===== config.mk =====
export PLATFORM = sky130hd
export DESIGN_NAME = irq_priority_encoder
export DESIGN_NICKNAME = d
export VERILOG_FILES = /design/src/rtl/irq_enc_pkg.sv /design/src/rtl/prio_enc_8to3.sv /design/src/rtl/irq_priority_encoder.sv
export SDC_FILE = /design/constraint.sdc
export NUM_CORES = 1
export LEC_CHECK = 0
export CAP_MARGIN = 10
export CORE_MARGIN = 1.5
export CORE_UTILIZATION = 48
export CTS_BUF_LIST = sky130_fd_sc_hd__clkbuf_4 sky130_fd_sc_hd__clkbuf_8
export CTS_CLUSTER_DIAMETER = 150
export CTS_CLUSTER_SIZE = 30
export DETAILED_ROUTE_END_ITERATION = 16
export PLACE_DENSITY = 0.8
export SLEW_MARGIN = 20
export SYNTH_ARGS = -nofsm -noshare
export SYNTH_HDL_FRONTEND = slang
export SYNTH_HIERARCHICAL = 1
export SYNTH_SLANG_ARGS = --single-unit

===== constraint.sdc =====
create_clock -name clk -period 1.4 [get_ports clk]
set_input_delay 0.28 -clock clk [delete_from_list [all_inputs] [get_ports clk]]
set_output_delay 0.28 -clock clk [all_outputs]
set_load 0.05 [all_outputs]

===== src/rtl/irq_enc_pkg.sv =====
// Shared constants, FSM state type and helpers for the IRQ priority encoder.
package irq_enc_pkg;

   localparam int CODE_W_DEF = 3;
   localparam int N_REQ_DEF  = 2 ** CODE_W_DEF;

   typedef enum logic {
      IDLE    = 1'b0,
      PRESENT = 1'b1
   } state_e;

   // One-hot decode of a request index, the inverse of the encoder.
   function automatic logic [N_REQ_DEF-1:0] onehot(input logic [CODE_W_DEF-1:0] code);
      onehot       = '0;
      onehot[code] = 1'b1;
   endfunction

endpackage


===== src/rtl/prio_enc_8to3.sv =====
// Combinational priority encoder: reports the index of the highest set bit.
module prio_enc_8to3
   import irq_enc_pkg::*;
#(
   parameter  int CODE_W = CODE_W_DEF,
   localparam int N_REQ  = 2 ** CODE_W
) (
   input  logic [N_REQ-1:0]  vec,
   output logic [CODE_W-1:0] idx,
   output logic              any
);

   // Scan upward so the last (highest) set bit overwrites lower ones.
   always_comb begin
      // NOTE: every output gets a default first so no path leaves it unassigned (no latch).
      idx = '0;
      any = 1'b0;
      for (int i = 0; i < N_REQ; i++) begin
         if (vec[i]) begin
            idx = CODE_W'(i);
            any = 1'b1;
         end
      end
   end

endmodule


===== src/rtl/irq_priority_encoder.sv =====
// Interrupt request priority encoder with edge capture and valid/ack handshake.
// Optional request masking is built when IRQ_MASK_EN is defined.
module irq_priority_encoder
   import irq_enc_pkg::*;
#(
   parameter  int CODE_W = CODE_W_DEF,
   localparam int N_REQ  = 2 ** CODE_W
) (
   input  logic              clk,
   input  logic              rst_n,
   input  logic              Enable,
   input  logic [N_REQ-1:0]  Req,
   input  logic              Ack,
`ifdef IRQ_MASK_EN
   input  logic              Mask_we,
   input  logic [N_REQ-1:0]  Mask_in,
`endif
   output logic [CODE_W-1:0] Code,
   output logic              Valid,
   output logic [N_REQ-1:0]  Pending
);

   state_e             state_q, state_d;
   logic [CODE_W-1:0]  code_q, code_d;
   logic               valid_q, valid_d;
   logic [N_REQ-1:0]   pending_q, pending_d;
   logic [N_REQ-1:0]   req_q;
   logic               armed_q;
   logic [N_REQ-1:0]   mask_vec;
   logic [N_REQ-1:0]   eligible;
   logic [N_REQ-1:0]   rise;
   logic [N_REQ-1:0]   clr;
   logic [CODE_W-1:0]  top_idx;
   logic               top_any;

`ifdef IRQ_MASK_EN
   // Mask register; a write only affects selection from the following cycle.
   always_ff @(posedge clk or negedge rst_n) begin
      if (!rst_n)       mask_vec <= '1;
      else if (Mask_we) mask_vec <= Mask_in;
   end
`else
   assign mask_vec = '1;
`endif

   assign eligible = pending_q & mask_vec;

   // armed_q is clear for the first edge after reset so lines already high at
   // release are taken as the resting level, not as a fresh request.
   assign rise = armed_q ? (Req & ~req_q) : '0;

   prio_enc_8to3 #(.CODE_W(CODE_W)) u_prio (
      .vec (eligible),
      .idx (top_idx),
      .any (top_any)
   );

   // Next-state, handshake and pending-clear decode.
   always_comb begin
      state_d = state_q;
      code_d  = code_q;
      valid_d = valid_q;
      clr     = '0;
      case (state_q)
         IDLE: begin
            valid_d = 1'b0;
            if (Enable && top_any) begin
               code_d  = top_idx;
               valid_d = 1'b1;
               state_d = PRESENT;
            end
         end
         PRESENT: begin
            // Enable low withdraws the grant and outranks a simultaneous Ack.
            if (!Enable) begin
               valid_d = 1'b0;
               state_d = IDLE;
            end else if (Ack) begin
               clr     = N_REQ'(onehot(CODE_W_DEF'(code_q)));
               valid_d = 1'b0;
               state_d = IDLE;
            end
         end
         default: begin
            valid_d = 1'b0;
            state_d = IDLE;
         end
      endcase
      // Set wins: a new rise on the bit being cleared keeps it pending.
      pending_d = (pending_q & ~clr) | rise;
   end

   // State, handshake, capture and pending registers.
   always_ff @(posedge clk or negedge rst_n) begin
      if (!rst_n) begin
         state_q   <= IDLE;
         code_q    <= '0;
         valid_q   <= 1'b0;
         pending_q <= '0;
         req_q     <= '0;
         armed_q   <= 1'b0;
      end else begin
         // NOTE: non-blocking so every register samples pre-edge values.
         state_q   <= state_d;
         code_q    <= code_d;
         valid_q   <= valid_d;
         pending_q <= pending_d;
         req_q     <= Req;
         armed_q   <= 1'b1;
      end
   end

   assign Code    = code_q;
   assign Valid   = valid_q;
   assign Pending = pending_q;

endmodule


==> impl_metrics.toml, run 1 <==
[logic_synthesis]
synth_nets = 86
async_flop_share_pct = 100
syn_avg_cell_area_um2 = 11.6
synth_commonest_cells = "22 x dfrtp_1, 10 x nand2_1, 9 x nand3b_1, 7 x o21ai_0"
netlist_instances = 74
synth_edf_count = 0
synthFlopType = "dfrtp_1"
netlist_area_um2 = 857
yosys_warnings = 6
ys_seq_area_share_pct = 64.2
synth_top_cell_area_share_pct = 64.2
ys_types = 17
synth.area.top_cells = "dfrtp_1 64%, nand3b_1 7.9%, nand2_1 4.4%, o21ai_0 4.1%, mux2_2 3.9%"
yosysTopAreaCell = "dfrtp_1"
ys_seq_elements = 22
synth_most_common_cell = "dfrtp_1"

[cells_and_area]
area_growth_syn_to_layout_pct = 59.9
nets = 121
drive_gt1_share_pct = 35.2
final_area_mm2 = 0.00137
final-seq-area_um2 = 561
n_fill_cell = 104
antenna_cells = 0
multi_input_area_um2 = 308

[global_routing]
grt-ovfl-total = 0
grt_max_degree = 23
grt_pass1_wl_mm = 2.89
track_usage_pct = 20.0
antenna_found_initial = 0
grt_pass1_vias = 670

[setup_path]
crit_path_end = "Code[1]"
critPathLaunch = "Pending[7]"
crit_type = "flop to flop"
crit_required_ps = 1600
reg2reg_to = "Code[1]"
worstPathMaxFanout = 3
r2r.worst_path.cells = 4
reg2reg_from = "Pending[7]"
arrival_ps = 1530
r2r_slack_ps = 70
startpoint_type = "flop"
end_kind = "flop"

[drt]
drtAntennaViolNets = 0
wl_per_cell_um = 13.4
detailroute.via_count = 688
wl_mm = 1.78
viasPerCell = 5.17
drtPass1Iterations = 4
drtIter0Drc = 24
drc = 0

[timing]
setup_viol = 0
slew_viol_final = 0
clock.fmax_mhz = 750
skew_ps = 4.43
holdWs_ps = 304
rsz0062_at_grt = "true"
min_period_ps = 1330
min_period_over_period_pct = 95.3
hold_violations = 0

[clock_tree]
clock_latency_ps = 300
clock_path_buffers = 2
htree_levels = 1
cts_sinks = 22
cts_tree = "yes"
cts_buffers = 3
postCtsSetupBuffers = 0
path_clk_slew_ps = 120
ctsHoldBuffers = 0
clock-root-buffer = "clkbuf_4"

[floorplanning]
coreArea_mm2 = 0.00171
rows = 15
die_h_um = 45.3
chipWidth_um = 45.3
io-pin-count = 24
die_area_mm2 = 0.00205
initial_utilization_pct = 50.2

[pwr]
peakVddDrop_uv = 844
power_w = 0.00175
powerDensity_mw_per_mm2 = 1280
power.leakage_nw = 0.548

[outcome]
status = "finished clean"

[min_path]
hold_path.class = "input pin to async pin"

[placed_design]
place_area_mm2 = 0.00131
hpwl_mm = 1.38
port_buffers = 23
gp_congestion = 0.822

[run]
maxCapViolations = 0
## power by group
| group | total (W) | internal [W] | switching [W] |
|---|---|---|---|
| Sequential | 0.000755 | 0.000695 | 0.0000603 |
| Combinational | 0.000518 | 0.000260 | 0.000258 |
| Clock | 0.000478 | 0.000289 | 0.000189 |
## worst min path at each step
stage,slack [ps],to,cells past startpoint
after floorplan,-20,Code[0],0
after global placement,430,Pending[6],1
after detailed placement,470,Pending[1],2
after CTS,310,Valid,2
after global routing,300,Pending[7],2
final,300,Valid,2
## area by class of cell
type                       instances  area share [%]
sequential                        22            40.9
clock buffer                       3            1.64
inverter                           2           0.548
timing repair buffer              31            30.0
multi-input combinational         49            22.5
clock inverter                     1            2.19
tap                               25            2.28
## sequential cells by signal (all words and copies together), names as in the netlist
| signal | cells |
|---|---|
| Valid | 1 |
| Code | 3 |
| req_q | 8 |
| state_q | 1 |
| Pending | 8 |
| armed_q | 1 |
## logic make-up after synthesis
group                  count (synthesis)  share of synthesized area, %
other                                  1                         0.438
AO/OA/AOI/OAI                         15                          10.5
AND/OR/NAND/NOR                       30                          19.6
buffers and inverters                  3                          1.31
multiplexers                           3                          3.94
flip-flops                            22                          64.2
## critical path, cell delays in order, from the launching register on
cell and delay (ps):
dfrtp_2 440, nor2_4 130, nand4_1 130, nand3b_1 180, mux2_2 350
## repair_timing
| action | in CTS | in global routing |
|---|---|---|
| gates resized for setup | 0 | 3 |
| hold endpoints to repair | 0 | 0 |
| endpoints found under the setup margin | 0 | 3 |
## routing by layer
layer,up-vias,wire length [um],global-route usage (%)
li1,328,-,-
met1,330,754,25.5
met2,28,920,33.7
met3,2,94,4.00
met4,0,15,7.06
met5,-,0,0
## stage by stage
step           setup TNS (ps)  worst slack [ps]  utilization, %  std cells
2_1_floorplan               0              8.85               -         74
3_3_place_gp             -298             -79.0            76.6        129
3_5_place_dp             -520              -103            76.6        129
4_1_cts                     0              20.4            79.6        133
5_1_grt                 -29.0             -12.4            80.2        133
6_report                    0              66.0            80.2        133
## layout by cell type, fill, tap and decap left out, types with 2 or more instances in the layout
| cell | Yosys | final |
|---|---|---|
| dfrtp_2 | 0 | 8 |
| buf_12 | 0 | 12 |
| o21ai_0 | 7 | 7 |
| nand4_1 | 2 | 2 |
| buf_4 | 0 | 8 |
| mux2_2 | 3 | 3 |
| dfrtp_1 | 22 | 14 |
| clkbuf_4 | 0 | 3 |
| nand3b_1 | 9 | 9 |
| o31ai_1 | 4 | 4 |
| a21oi_1 | 2 | 2 |
| a21boi_0 | 2 | 2 |
| clkdlybuf4s50_1 | 0 | 11 |
| nand2b_1 | 3 | 3 |
| nor2_2 | 0 | 2 |
| nand2_1 | 10 | 10 |
Note: power is estimated with default switching activity, not from simulation.
==> inputs of run 2 (changes only) <==
CTS_CLUSTER_DIAMETER = default   (was 150)
GPL_TIMING_DRIVEN = 0   (was default)
RECOVER_POWER = 100   (was default)
==> run 2 against run 1 <==
Compared with the run above: sequential share of layout area rose by 6.9 points; via count shrank 4.2%; highest routed layer unchanged; critical path depth down 3; global-route usage is 0.62 points lower; register-to-register slack got worse by 40 ps; die area is the same; largest power group unchanged; critical endpoint is now Code[0]; design area decreased by 14%.
==> impl_metrics.toml, run 2 (synthesis gave the netlist of run 1 again) <==
[outcome]
status = "finished clean"

[pwr]
p_seq_share_pct = 47.5
switching_power_w = 0.000490
comb_power_share_pct = 22.0
power.leakage_nw = 0.443
swShare_pct = 30.7
peakVddDrop_uv = 744
internal-power_w = 0.00111
powerDensity_mw_per_mm2 = 1360
power.clock.fraction_pct = 30.4

[global_routing]
grt_pass1_wl_mm = 2.80
antenna_found_initial = 0
grt-ovfl-total = 0
grt_max_degree = 23
track_usage_pct = 19.4
grt_pass1_vias = 648

[drt]
drtAntennaViolNets = 0
drtPass1Iterations = 4
wl_per_cell_um = 13.8
wl_mm = 1.76
drtIter0Drc = 7
viasPerCell = 5.15
drc = 0
detailroute.via_count = 659

[cells_and_area]
area_growth_syn_to_layout_pct = 36.8
multi_input_area_um2 = 308
layout_common_cells = "14 x dfrtp_1, 10 x nand2_1, 9 x nand3b_1, 9 x dlygate4sd3_1, 8 x dfrtp_2"
final_common_cell = "dfrtp_1"
final-seq-area_um2 = 561
drive_gt1_share_pct = 31.1
nets = 116
antenna_cells = 0
n_fill_cell = 143

[placed_design]
pre_cts_slack_ps = -177
hpwl_mm = 1.18
gp_congestion = 0.751
port_buffers = 23

[timing]
timing.final.ws_setup_ps = 14.8
skew_ps = 4.73
rsz0062_at_grt = "true"
slew_viol_final = 0
holdWs_ps = 455
slew_headroom_pct = 36.2
min_period_over_period_pct = 98.9
clock.fmax_mhz = 722
worstMarginPinSlew_ps = 954
hold_violations = 0
setup_viol = 0
min_period_ps = 1390

[floorplanning]
chipWidth_um = 45.3
rows = 15
io-pin-count = 24
initial_utilization_pct = 50.2
die_h_um = 45.3
coreArea_mm2 = 0.00171
die_area_mm2 = 0.00205

[setup_path]
crit_required_ps = 1120
startpoint_type = "flop"
arrival_ps = 1110
timing.critical_path.buf_inv = 1
cpMaxStageDelayCell = "dfrtp_1"
crit_chain = "clkdlybuf4s15_2"
crit_type = "flop to output pin"
cp_top_family = "flip-flops"
worstPathMaxFanout = 4
critPathMaxStageDelay_ps = 410
end_kind = "output pin"

[clock_tree]
path_clk_slew_ps = 130
clock_latency_ps = 310
cts_tree = "yes"
cts_sinks = 22
htree_levels = 1
clock-root-buffer = "clkbuf_4"
cts_buffers = 3
clock_path_buffers = 2

[min_path]
hold_path.class = "flop to flop"

[run]
maxCapViolations = 0
-- run 2: cell types whose count changed in the layout (fill, tap and decap cells not counted) --
cell	previous run	this run
clkbuf_4	3	5
clkbuf_1	0	1
buf_12	12	0
buf_4	8	2
dlygate4sd3_1	0	9
clkdlybuf4s15_2	0	3
buf_2	0	7
clkdlybuf4s50_1	11	2
-- run 2: stage by stage --
stage | TNS (ps) | instance area [um^2] | total power (W) | utilization [%] | instances
detailed placement | -3600 | 1130 | 0.00113 | 66.2 | 122
global placement | -3090 | 1130 | 0.00112 | 66.2 | 122
floorplan | 0 | 870 | 0.000975 | - | 74
global route | -103 | 1170 | 0.00165 | 68.6 | 128
finish | 0 | 1170 | 0.00160 | 68.6 | 128
CTS | 0 | 1190 | 0.00159 | 69.5 | 126
-- run 2: area by class of cell --
| class | instances | area share [%] |
|---|---|---|
| clock buffers | 3 | 1.92 |
| clock inverters | 1 | 2.56 |
| repair buffers | 25 | 17.8 |
| plain buffers | 1 | 0.320 |
| inverters | 2 | 0.640 |
| flip-flops and latches | 22 | 47.8 |
| well taps | 25 | 2.67 |
| multi-input cells | 49 | 26.3 |
-- run 2: power groups by stage --
stage	clock, W	sequential [W]	combinational (W)
floorplan	0	0.000895	0.0000805
global placement	0	0.000760	0.000364
detailed placement	0	0.000763	0.000367
CTS	0.000490	0.000749	0.000354
global route	0.000507	0.000764	0.000380
finish	0.000485	0.000759	0.000352
-- run 2: metal layers --
layer | part of all wire, % | routed length [um] | track usage, % | vias up
met5 | 0 | 0 | 0 | -
met4 | 1.2 | 22 | 10.0 | 0
met3 | 4.1 | 72 | 2.40 | 4
met2 | 46 | 812 | 33.1 | 19
met1 | 48 | 853 | 23.8 | 321
li1 | - | - | - | 315
-- run 2: worst paths after layout --
| path | to | slack, ps | depth (start not counted) | start |
|---|---|---|---|---|
| setup / recovery | Code[0] | 10 | 1 | Code[0] |
| hold / removal | Pending[6] | 460 | 1 | req_q[6] |
| setup reg to reg | Code[2] | 30 | 4 | Pending[7] |
| hold reg to reg | Pending[6] | 460 | 1 | req_q[6] |
| max in group asynchronous | Pending[2] | 270 | 1 | rst_n |
| min in group asynchronous | Code[0] | 490 | 1 | rst_n |
-- run 2: what timing repair did --
action,in CTS,in global routing
setup endpoints to repair,12,12
hold buffers,0,0
setup buffers,0,2
pin swaps,0,3
gates resized for setup,40,19
